[config.mk]
export PLATFORM = sky130hd
export DESIGN_NAME = bcd_to_bin
export DESIGN_NICKNAME = d
export VERILOG_FILES = /design/src/rtl/bcd_pkg.sv /design/src/rtl/bcd_dabble_digit.sv /design/src/rtl/bcd_to_bin.sv
export SDC_FILE = /design/constraint.sdc
export NUM_CORES = 1
export LEC_CHECK = 0
export CAP_MARGIN = 20
export CORE_MARGIN = 3
export CORE_UTILIZATION = 28
export CTS_BUF_LIST = sky130_fd_sc_hd__clkbuf_4 sky130_fd_sc_hd__clkbuf_8
export DETAILED_ROUTE_END_ITERATION = 7
export PLACE_DENSITY_LB_ADDON = 0.15
export SYNTH_ARGS = -nofsm -noshare
export SYNTH_HDL_FRONTEND = slang
export SYNTH_SLANG_ARGS = --single-unit
[constraint.sdc]
create_clock -name clk -period 3 [get_ports clk]
set_input_delay 0.45 -clock clk [delete_from_list [all_inputs] [get_ports clk]]
set_output_delay 0.45 -clock clk [all_outputs]
set_load 0.05 [all_outputs]
[src/rtl/bcd_pkg.sv]
// Shared constants, state encoding and configuration helper for the
// BCD-to-binary converter and its per-digit correction cell.
package bcd_pkg;

   localparam int DIGIT_W       = 4;
   localparam int BCD_MAX       = 9;
   localparam int DABBLE_THRESH = 8;
   localparam int DABBLE_ADJ    = 3;

   typedef enum logic [1:0] {
      ST_IDLE  = 2'd0,
      ST_SHIFT = 2'd1,
      ST_DONE  = 2'd2
   } state_t;

   // Smallest binary width able to hold 10^digits - 1.
   function automatic int min_bin_w(input int digits);
      longint unsigned span;
      int bits;
      span = 64'd1;
      for (int i = 0; i < digits; i++) begin
         span = span * 64'd10;
      end
      bits = 0;
      for (int b = 0; b < 64; b++) begin
         if ((64'd1 << b) < span) begin
            bits = b + 1;
         end
      end
      return bits;
   endfunction

endpackage

[src/rtl/bcd_dabble_digit.sv]
// One BCD digit of reverse double-dabble: after a right shift a digit that
// reads 8 or more had a 1 shifted in from the digit above (worth 8 here but
// only 5 in decimal), so 3 is removed. Also flags non-decimal digit codes.
module bcd_dabble_digit
   import bcd_pkg::*;
(
   input  logic [DIGIT_W-1:0] d,
   output logic [DIGIT_W-1:0] q,
   output logic               invalid
);

   localparam logic [DIGIT_W-1:0] THRESH = DIGIT_W'(DABBLE_THRESH);
   localparam logic [DIGIT_W-1:0] ADJ    = DIGIT_W'(DABBLE_ADJ);
   localparam logic [DIGIT_W-1:0] MAXD   = DIGIT_W'(BCD_MAX);

   // Per-digit correction (4-bit, no carry out) and range check.
   always_comb begin
      q       = d;
      invalid = 1'b0;
      if (d >= THRESH) begin
         q = d - ADJ;
      end
      if (d > MAXD) begin
         invalid = 1'b1;
      end
   end

endmodule

[src/rtl/bcd_to_bin.sv]
// Iterative packed-BCD to unsigned binary converter (reverse double-dabble).
// One right shift plus per-digit correction per clock behind a start/done
// handshake; invalid digit codes short-circuit straight to DONE with err set.
module bcd_to_bin
   import bcd_pkg::*;
#(
   parameter int DIGITS = 4,
   parameter int BIN_W  = 14
) (
   input  logic                    clk,
   input  logic                    reset,
   input  logic                    start,
   input  logic [4*DIGITS-1:0]     bcd_in,
   output logic                    ready,
   output logic                    busy,
   output logic                    done,
   output logic [BIN_W-1:0]        bin_out,
   output logic                    err
);

   localparam int BCD_W = DIGIT_W * DIGITS;
   localparam int CNT_W = $clog2(BIN_W + 1);

   generate
      if (BIN_W < min_bin_w(DIGITS)) begin : g_bad_cfg
         $error("bcd_to_bin: BIN_W too small for the number of BCD digits");
      end
   endgenerate

   state_t                   state;
   state_t                   state_nxt;
   logic [CNT_W-1:0]         cnt;
   logic [BCD_W-1:0]         bcd_q;
   logic [BIN_W-1:0]         bin_q;
   logic [BCD_W+BIN_W-1:0]   shifted;
   logic [BCD_W-1:0]         dig_in;
   logic [BCD_W-1:0]         dig_out;
   logic [DIGITS-1:0]        dig_bad;
   logic                     any_bad;
   logic                     last_shift;
   logic                     accept;

   // The BCD LSB falls into the binary MSB on every shift.
   assign shifted = {bcd_q, bin_q} >> 1;

   // The digit cells check the incoming word while idle and correct the
   // shifted BCD field while converting, so one set of cells serves both.
   assign dig_in = (state == ST_IDLE) ? bcd_in : shifted[BCD_W+BIN_W-1 -: BCD_W];

   generate
      for (genvar g = 0; g < DIGITS; g++) begin : g_digit
         bcd_dabble_digit u_digit (
            .d       (dig_in[g*DIGIT_W +: DIGIT_W]),
            .q       (dig_out[g*DIGIT_W +: DIGIT_W]),
            .invalid (dig_bad[g])
         );
      end
   endgenerate

   assign any_bad    = |dig_bad;
   assign last_shift = (cnt == CNT_W'(1));
   assign accept     = (state == ST_IDLE) && start;

   assign ready = (state == ST_IDLE);
   assign busy  = (state == ST_SHIFT);
   assign done  = (state == ST_DONE);

   // State register with synchronous active-low reset.
   always_ff @(posedge clk) begin
      if (!reset) begin
         state <= ST_IDLE;
      end else begin
         state <= state_nxt;
      end
   end

   // Next-state logic: start is only looked at while idle.
   always_comb begin
      state_nxt = state;
      case (state)
         ST_IDLE: begin
            if (start) begin
               state_nxt = any_bad ? ST_DONE : ST_SHIFT;
            end
         end
         ST_SHIFT: begin
            if (last_shift) begin
               state_nxt = ST_DONE;
            end
         end
         ST_DONE:  state_nxt = ST_IDLE;
         default:  state_nxt = ST_IDLE;
      endcase
   end

   // Iteration counter and result registers; results move only on DONE entry.
   always_ff @(posedge clk) begin
      if (!reset) begin
         cnt     <= '0;
         bin_out <= '0;
         err     <= 1'b0;
      end else begin
         if (accept) begin
            cnt <= CNT_W'(BIN_W);
            if (any_bad) begin
               bin_out <= '0;
               err     <= 1'b1;
            end
         end else if (state == ST_SHIFT) begin
            cnt <= cnt - CNT_W'(1);
            if (last_shift) begin
               bin_out <= shifted[BIN_W-1:0];
               err     <= 1'b0;
            end
         end
      end
   end

   // Working shift register: loaded on a valid accept, shifted while busy.
   always_ff @(posedge clk) begin
      if (accept && !any_bad) begin
         bcd_q <= bcd_in;
         bin_q <= '0;
      end else if (state == ST_SHIFT) begin
         bcd_q <= dig_out;
         bin_q <= shifted[BIN_W-1:0];
      end
   end

endmodule

After elaboration in Yosys (flattened, before gate mapping):

Cells that the tools add are included.
W data, S select, Z words.

* register bits: 51
* latch bits: 0
* RAM bits: 0
* bits in read-only memories: 0
* logic and storage cells: 63
* memories: 0

* add/subtract/negate cells: 5
* multipliers: 0
* div/mod/pow operators: 0
* order comparisons: 8
* eq/ne operators: 6
* shifts and indexed selects: 0
* multiplexer cells: 25
* bitwise operators: 1
* reduce and logical (&&, ||, !) cells: 11

Operators with widths (count)
* $mux W14: 4
* $mux W16: 3
* $mux W4: 6
* $ge A4 B4 Y1 const B: 4
* $gt A4 B4 Y1 const B: 4
* $sub A4 B2 Y4 const B: 4
* $mux W1: 8
* $mux W2: 3
* $reduce_bool A2 Y1: 3
* $eq A4 B1 Y1 const B: 1
* $ne A2 B2 Y1 const B: 2
* $pmux W2 S2: 1
* $reduce_or A4 Y1: 1
* $sub A4 B1 Y4 const B: 1
* $reduce_and A3 Y1: 1
* $eq A2 B1 Y1 const B: 1
* $eq A2 B2 Y1 const B: 1
* $logic_and A1 B1 Y1: 2
* $logic_not A2 Y1: 1
* $ne A2 B1 Y1 const B: 1
* $reduce_and A2 Y1: 1
* $reduce_or A2 Y1: 1
* $logic_not A1 Y1: 1
* $not A1 Y1: 1

Longest topological paths before layout:

* depth after elaboration: 8
* gate-level depth with buffers: 8

Modules after synthesis:

From an unflattened synthesis, not the netlist that was laid out.

* cell total of the unflattened synthesis: 286
* area total of the unflattened synthesis: 2783.9 sq um

Modules (own cells, without submodules)
* bcd_to_bin: instances 1, cells each 230, area each 2383.5 sq um
* bcd_dabble_digit: instances 4, cells each 14, area each 100.1 sq um

Least setup slack after synthesis:

Ideal clock, no wire load.

* path kind: input port to flip-flop
* start: input port bcd_in[3]
* end: register bcd_q[0] (enable)
* arrival time: 1.521 ns
* slack: 1.107 ns
* stages: 6
* cell sequence: clkbuf_2 -> o21ai_1 -> and4_1 -> buf_6 -> nand3_1 -> nand2_1

* longest elaborated chain between the ends: 7

RTL lines
* start: declaration: line bcd_to_bin.sv:13 `input logic [4*DIGITS-1:0] bcd_in,`
* $mux W16: line bcd_to_bin.sv:48 `assign dig_in = (state == ST_IDLE) ? bcd_in : shifted[BCD_W+BIN_W-1 -: BCD_W];`
* $gt A4 B4 Y1: line bcd_dabble_digit.sv:23 `if (d > MAXD) begin`
* $mux W1: line bcd_dabble_digit.sv:23
* $reduce_or A4 Y1: line bcd_to_bin.sv:60 `assign any_bad = |dig_bad;`
* $logic_not A1 Y1: line bcd_to_bin.sv:121 `if (accept && !any_bad) begin`
* $logic_and A1 B1 Y1: line bcd_to_bin.sv:121
* $reduce_bool A2 Y1 (no line)
* end signal: assignment: line bcd_to_bin.sv:122 `bcd_q <= bcd_in;`
* end signal: assignment: line bcd_to_bin.sv:125 `bcd_q <= dig_out;`
* end: declaration: line bcd_to_bin.sv:33 `logic [BCD_W-1:0] bcd_q;`

No other way between the ends.
A chain may end at the register's enable or synchronous reset.

Worst setup path in the final report:

* start: register state[0]
* end: output port busy

* longest elaborated chain between the ends: 1

RTL lines
* start: declaration: line bcd_to_bin.sv:30 `state_t state;`
* start signal: assignment: line bcd_to_bin.sv:73 `state <= state_nxt;`
* $eq A2 B1 Y1: line bcd_to_bin.sv:65 `assign busy = (state == ST_SHIFT);`
* end: declaration: line bcd_to_bin.sv:15 `output logic busy,`

No other way between the ends.

==> impl_metrics.env <==
export IMPL_initial_core_util_pct=29.2
export IMPL_p_leak_nw=1.10
export IMPL_ys_ff_latch=50
export IMPL_clk_pin_slew_worst_paths_ns=0.10
export IMPL_syn_cell_area_mm2=0.00257
export IMPL_vias=2239
export IMPL_yosysSeqAreaShare_pct=45.2
export IMPL_cts_buffer_depth=2
export IMPL_synth_async_sr_flop_share_pct=0
export IMPL_grt_use_total_pct=12.7
export IMPL_rr_startpoint="state[0]$_SDFFE_PN0P_"
export IMPL_cts_buffers=5
export IMPL_min_period_ns=2.44
export IMPL_syn_inst=310
export IMPL_startpoint="state[0]$_SDFFE_PN0P_"
export IMPL_clock_latency_ns=0.31
export IMPL_fp_coreArea_mm2=0.00881
export IMPL_htreeDepth=2
export IMPL_yosys_warnings=0
export IMPL_status="finished clean"
export IMPL_worstMarginPinSlew_ns=0.522
export IMPL_postRouteWirelength_um=6260
export IMPL_cp_data_arrival_time_ns=1.99
export IMPL_syn_area_per_cell_um2=8.29
export IMPL_ys_flop_type="dfxtp_1"
export IMPL_synth_nets=331
export IMPL_drc=0
export IMPL_drt_iter0_drc=102
export IMPL_die_w_um=102
export IMPL_post_route_period_util_pct=81.2
export IMPL_yosys_mux_area_fraction_pct=0.389
export IMPL_vdd_ir_drop_max_mv=0.184
export IMPL_hold_path_class="flip-flop to flip-flop"
export IMPL_r2r_end="bcd_q[15]$_DFFE_PP_"
export IMPL_r2r_cells=6
export IMPL_clock_fmax_mhz=410
export IMPL_critPathRequiredTime_ns=2.55
export IMPL_cts_setup_buffers=0
export IMPL_area_growth_pct=21.7
export IMPL_synth_simple_area_share_pct=24.1
export IMPL_critPathCapture="busy"
export IMPL_slew_headroom_pct=65.1
export IMPL_layout_common_cells="84 x nand2_1, 38 x a21oi_1, 36 x clkdlybuf4s50_1"
export IMPL_rsz0062_at_grt="false"
export IMPL_synth_compound_area_share_pct=20.8
export IMPL_antenna_left=0
export IMPL_ctsHoldBuffers=0
export IMPL_rrSetupSlack_ns=1.08
export IMPL_setup_tns_ns=0
export IMPL_tritoncts="done"
export IMPL_grt_pass1_wl_um=10500
export IMPL_finalHoldViolations=0
export IMPL_holdCritStartpoint="bin_out[10]$_SDFFE_PN0P_"
export IMPL_critPathKind="flip-flop to output pin"
export IMPL_endpoint_kind="output pin"
export IMPL_dp_hpwl_um=4480
export IMPL_dieArea_mm2=0.0104
export IMPL_viasPerCell=4.94
export IMPL_p_per_area_mw_per_mm2=500
export IMPL_critical_path_peak_fanout=18
export IMPL_holdWs_ns=0.457
export IMPL_io_buffers=36
export IMPL_antenna_found_initial=0
export IMPL_clock_sinks=50
export IMPL_slew_viol_final=0
export IMPL_dr_pass1_iters=5
export IMPL_skew_ns=0.00754
export IMPL_gp_congestion=0.752
export IMPL_overflow=0
export IMPL_grt_pass1_vias=2209
export IMPL_post_place_cells=445
export IMPL_start_kind="flip-flop"
export IMPL_setup_viol_count_final=0
export IMPL_synth_edff_count=16
export IMPL_final_net_count=365
export IMPL_drive_above_1_share_pct=6.38
export IMPL_die_y_um=102
export IMPL_synthAdderAreaFrac_pct=0.973
export IMPL_diodes=0
export IMPL_yosys_area_share_xor_xnor_pct=3.07
export IMPL_ios=37
export IMPL_std_cell_rows=34
export IMPL_grt_max_degree=27
export IMPL_synth_top_family_by_area="simple AND/OR/NAND/NOR gates"
export IMPL_root_buffer="clkbuf_8"
export IMPL_wl_per_cell_um=13.8
export IMPL_cap_violations=0
export IMPL_fin_cells=453
export IMPL_synth_cell_types=53
export IMPL_post_cts_resized=0
export IMPL_mostFrequentLayoutCell="nand2_1"
[flip-flops by register name, summed over array words and instances (netlist names)]
name / count
bin_q: 13
bcd_q: 16
state: 2
err: 1
bin_out: 14
cnt: 4
[metrics by stage]
stage | cell area, um2 | power [W] | utilization, % | setup WS, ns
6_report | 3130 | 0.00156 | 35.5 | 0.564
5_1_grt | 3130 | 0.00165 | 35.5 | 0.413
4_1_cts | 3130 | 0.00158 | 35.5 | 0.537
3_5_place_dp | 3010 | 0.00108 | 34.2 | 0.506
3_3_place_gp | 3010 | 0.00108 | 34.2 | 0.578
2_1_floorplan | 2570 | 0.000988 | - | 1.11
[cell usage after synthesis, drive strengths merged (4+ instances only)]
master	number	area [um2]
nand2	85	322
a21oi	38	190
dfxtp	34	681
o21ai	20	104
edfxtp	16	480
buf	13	95.1
nor2	13	65.1
nor3	10	50.1
inv	8	32.5
nand4	6	37.5
xnor2	6	52.6
a21boi	4	30.0
o221ai	4	35.0
[cells by family after synthesis]
| logic type | count (synthesis) |
|---|---|
| buffers and inverters | 24 |
| XOR/XNOR | 9 |
| AND/OR/NAND/NOR | 136 |
| adder cells (fa/ha/maj) | 2 |
| AO/OA/AOI/OAI | 88 |
| flip-flops | 50 |
| multiplexers | 1 |
[worst min path at each step]
stage | end | depth (start not counted) | slack [ns]
5_1_grt | bin_out[9]$_SDFFE_PN0P_ | 2 | 0.48
2_1_floorplan | bin_out[0]$_SDFFE_PN0P_ | 2 | 0.43
4_1_cts | bin_out[10]$_SDFFE_PN0P_ | 2 | 0.46
3_5_place_dp | bin_out[6]$_SDFFE_PN0P_ | 2 | 0.45
3_3_place_gp | bin_out[10]$_SDFFE_PN0P_ | 2 | 0.44
6_report | bin_out[10]$_SDFFE_PN0P_ | 2 | 0.46
[power breakdown]
| part | switching (W) | internal [W] |
|---|---|---|
| Combinational | 0.000153 | 0.000114 |
| Sequential | 0.0000386 | 0.000755 |
| Clock | 0.000247 | 0.000255 |
| Total | 0.000439 | 0.00112 |
[critical path: stages (launching register included)]
cell and delay, ns:
dfxtp_1 0.50, nand2b_1 0.16, inv_4 0.19, clkdlybuf4s50_1 0.84
[cell type report]
cell class | count | area (um2)
fill | 942 | 5680
multi-input combinational | 236 | 1270
sequential | 50 | 1160
timing repair buffer | 43 | 413
tap | 108 | 135
clock buffer | 5 | 68.8
clock inverter | 3 | 47.5
inverter | 8 | 32.5
[layer usage]
layer	vias to the layer above	wire, um	track usage (%)
li1	1159	-	-
met1	1029	3060	16.9
met2	47	2900	21.4
met3	4	258	2.66
met4	0	44	2.72
met5	-	0	0
No activity file was read; power rests on OpenSTA's default activity.
==> RTL change 1, RTL diff (same settings) <==
Reset style: asynchronous (`reset`), changed in 2 clocked blocks. Comments in the files are not updated.
--- a/src/rtl/bcd_to_bin.sv
+++ b/src/rtl/bcd_to_bin.sv
@@ -67,5 +67,5 @@
 
    // State register with synchronous active-low reset.
-   always_ff @(posedge clk) begin
+   always_ff @(posedge clk or negedge reset) begin
       if (!reset) begin
          state <= ST_IDLE;
@@ -95,5 +95,5 @@
 
    // Iteration counter and result registers; results move only on DONE entry.
-   always_ff @(posedge clk) begin
+   always_ff @(posedge clk or negedge reset) begin
       if (!reset) begin
          cnt     <= '0;
Formal check against the unedited RTL: differs if reset is asserted again (counterexample within 4 cycles, from zero or initial values and one cycle with reset low); with reset held inactive, the same outputs for 10 cycles.
==> RTL change 1 against the original RTL <==
  * Synthesized cell count decreased by 17%
  * Wire length decreased by 7.5%
  * Final area shrank 1.5%
  * Via count fell by 12%
  * Critical path depth unchanged
  * Sequential cell count unchanged
  * Synthesized area down 4.4%
  * First-iteration DRC count rose by 8.8%
  * Worst setup slack worse by 0.092 ns
Power is not compared: it rests on default switching activity, and its combinational part moved more than twofold at a synthesized area within 25%.
==> RTL change 1: results <==
[yosys]
ys_dominant_reg_cell = "dfrtp_1"
async_reset_ff_share_pct = 42.0
syn_nets = 277
synthCells = 256
ys_top_cells_by_area = "dfrtp_1, edfxtp_1, dfxtp_1, nand2_1, a21oi_1"
synthTopCellsByCount = "nand2_1, a21oi_1, dfrtp_1, edfxtp_1, inv_1"

[placed_design]
gp_congestion = 0.766
dp_cells = 395
dp_hpwl_mm = 4.03

[setup_path]
crit_path_max_incr_delay_ns = 0.80
r2r-start = "state[0]$_DFFE_PN0P_"
cp-endpoint = "ready"
crit_fanout = 12
r2r_slack_ns = 0.78
arrival_ns = 2.08

[grt]
use_met1_pct = 16.7
grtUsageTotal_pct = 12.1
grt_pass1_wl_mm = 9.74
grt_max_degree = 22
grt_pass1_vias = 1947
met2_usage_pct = 19.0

[detailed_routing]
wl_met1_mm = 2.81
dr_wl_met2_mm = 2.70
wirelength_mm = 5.79
dr.first_iter.drc_count = 111

[finish]
drive_above_1_share_pct = 8.72
fin_nets = 318

[worst_hold_path]
holdPathEnd = "bin_q[1]$_SDFFE_PP0P_"
worstHoldStart = "bin_q[1]$_SDFFE_PP0P_"

[timing]
period_needed_ns = 2.53
holdWs_ns = 0.463
max-slew-margin-rel_pct = 66.0

[status]
status = "complete, no violations"
## RTL change 1: cell types whose count changed after synthesis, moves of 6 or more
cell     delta
nand2_1    -35
nand4_1     -6
a21oi_1     -9
dfxtp_1    -21
dfrtp_1    +21
a22o_1     +15
inv_1      +10
o22ai_1    +10
nor3_1      -8
nor2_1      -6
## RTL change 1: metrics by stage
stage | instance area [sq um] | utilization (%)
after detailed placement | 2970 | 35.5
after CTS | 3080 | 36.8
after floorplan | 2460 | -
after global routing | 3080 | 36.8
after global placement | 2970 | 35.5
final | 3080 | 36.8
## RTL change 1: where the power goes
part | internal [uW] | total (uW) | leakage (uW) | switching [uW]
combinational | 391 | 964 | 0.000651 | 573
sequential | 924 | 1060 | 0.000525 | 141
clock | 246 | 467 | 0.0000579 | 222
total | 1560 | 2500 | 0.00123 | 935
## RTL change 1: area by class of cell
| class | instances | area, sq um |
|---|---|---|
| multi-input cells | 174 | 1050 |
| fillers | 833 | 5300 |
| repair buffers | 48 | 450 |
| flip-flops and latches | 50 | 1270 |
| inverters | 18 | 70.1 |
| clock buffers | 5 | 68.8 |
| clock inverters | 3 | 40.0 |
| well taps | 105 | 131 |
## RTL change 1: critical path: cells and delay by family (launching register included)
kind                   cells  cell delay [ns]
buffers and inverters      2             0.89
DFF                        1             0.46
and+or+nand+nor            1             0.44
## RTL change 1: cell families after synthesis
kind of cell | count (synthesis) | share of synthesized area (%)
AOI/OAI and AO/OA | 92 | 25.0
and+or+nand+nor | 69 | 12.9
adders and majority gates | 2 | 1.02
xor gates and xnor gates | 11 | 3.92
buffers and inverters | 32 | 5.60
DFF | 50 | 51.5
==> RTL change 2, RTL diff (config.mk and constraints unchanged) <==
Without the edit above. Change the parameter `BIN_W` from 14 to 28.
--- a/src/rtl/bcd_to_bin.sv
+++ b/src/rtl/bcd_to_bin.sv
@@ -6,5 +6,5 @@
 #(
    parameter int DIGITS = 4,
-   parameter int BIN_W  = 14
+   parameter int BIN_W  = 28
 ) (
    input  logic                    clk,
Interface: changed (resized bin_out); port bits go from 37 to 51. The function was not compared with the original's and may differ.
==> RTL change 2 against the original RTL <==
  * Worst setup slack worse by 0.059 ns
  * Total power up 68%
  * Non-clock buffer count up 17
  * Combinational power up 68%
  * Synthesized area up 43%
  * Sequential cell count up 29
  * Final area up 46%
  * Worst hold slack worse by 0.0046 ns
  * Global-route usage down 0.53 points
  * Wire length up 36%
  * Core utilization up 0.32 points
  * Via count up 35%
  * Largest cell class is now flip-flops and latches
  * Highest routed layer unchanged
==> RTL change 2: results <==
[yosys]
syn_nets = 449
synth_area_per_cell_sq_um = 8.57
synthTopCellsByCount = "nand2_1, dfxtp_1, a21oi_1, a21oi_2, buf_2"
seq_area_frac_synth_pct = 47.5
ys_top_cells_by_area = "dfxtp_1, nand2_1, edfxtp_1, a21oi_1, a21oi_2"

[cts]
cts_made_buffers = 9
clk_pin_slew_ns = 0.07
cts_buffer_depth = 2
insertion_delay_ns = 0.36
cts.repair.resized = 0
cts.htree.levels = 3

[worst_hold_path]
worstHoldStart = "bin_out[3]$_SDFFE_PN0P_"
holdPathEnd = "bin_out[3]$_SDFFE_PN0P_"
hold_class = "register to register"

[setup_path]
r2r-start = "state[0]$_SDFFE_PN0P_"
r2r_slack_ns = 0.87
arrival_ns = 2.05
r2r-end = "bcd_q[13]$_DFFE_PP_"
crit_path_max_incr_delay_ns = 0.82
crit_fanout = 30

[pwr]
power.leakage_uw = 0.00152
ir_worst_vdd_mv = 0.220

[placed_design]
dp_hpwl_mm = 5.63
port_buffers = 50
dp_cells = 634
gp_congestion = 0.770
place_area_sq_mm = 0.00433

[detailed_routing]
dr_wl_met2_mm = 3.76
viasPerCell = 4.64
dr_wl_met3_um = 466
firstDrtPassIters = 4
routedWlPerCell_um = 13.1
vias = 3019
wl_met1_mm = 4.19
dr.first_iter.drc_count = 242

[status]
status = "complete, no violations"

[grt]
grt_max_degree = 33
grtUsageTotal_pct = 12.2
grt_pass1_wl_mm = 14.2
grt_pass1_vias = 2831

[finish]
reg_top3 = "bin_out: 28 flops, bin_q: 27 flops, bcd_q: 16 flops"
drive_above_1_share_pct = 13.8
fin_nets = 494

[timing]
fin_worst_skew_ns = 0.00852
tightest_slew_ns = 0.612
holdWs_ns = 0.453
-- RTL change 2: cell type report --
type,count,area [sq um]
Fill cell,1365,8160
Tap cell,172,215
Clock buffer,11,145
Inverter,11,46.3
Sequential cell,79,1740
Clock inverter,5,81.3
Multi-Input combinational cell,312,1730
Timing Repair Buffer,60,598
-- RTL change 2: where the power goes --
part | total, uW | switching [uW] | internal, uW | leakage (uW)
combinational | 450 | 266 | 184 | 0.000750
sequential | 1280 | 79.0 | 1200 | 0.000656
clock | 889 | 388 | 501 | 0.000113
-- RTL change 2: worst max path at each step --
stage	start	end	slack (ns)	depth (start not counted)
global placement	bcd_in[14]	bcd_q[14]$_DFFE_PP_	0.39	6
global route	state[0]$_SDFFE_PN0P_	ready	0.43	3
detailed placement	bcd_in[14]	bcd_q[15]$_DFFE_PP_	0.35	6
floorplan	bcd_in[14]	bcd_q[0]$_DFFE_PP_	0.89	5
finish	state[0]$_SDFFE_PN0P_	ready	0.50	3
CTS	state[0]$_SDFFE_PN0P_	ready	0.48	3
-- RTL change 2: cell families after synthesis --
logic type	Yosys count	synth area share (%)
buffers and inverters	37	5.53
flip-flops	79	47.5
AO/OA/AOI/OAI	118	22.3
adder cells (fa/ha/maj)	2	0.682
multiplexers	1	0.273
AND/OR/NAND/NOR	182	21.6
XOR/XNOR	9	2.15
-- RTL change 2: through the flow --
stage | util, % | setup slack (ns)
floorplan | - | 0.894
global placement | 34.1 | 0.395
detailed placement | 34.1 | 0.354
CTS | 35.8 | 0.480
global route | 35.8 | 0.425
finish | 35.8 | 0.504
-- RTL change 2: worst reg2reg max path, delay by kind of cell, from the launching register on --
kind,cells,cell delay [ns]
DFF,1,0.31
buffers and inverters,2,0.40
and+or+nand+nor,4,1.11
-- RTL change 2: metal layers --
metal	GRT usage, %	vias up
met1	16.6	1387
met4	3.82	0
met3	3.74	10
met2	18.4	68
li1	-	1554
met5	0	-
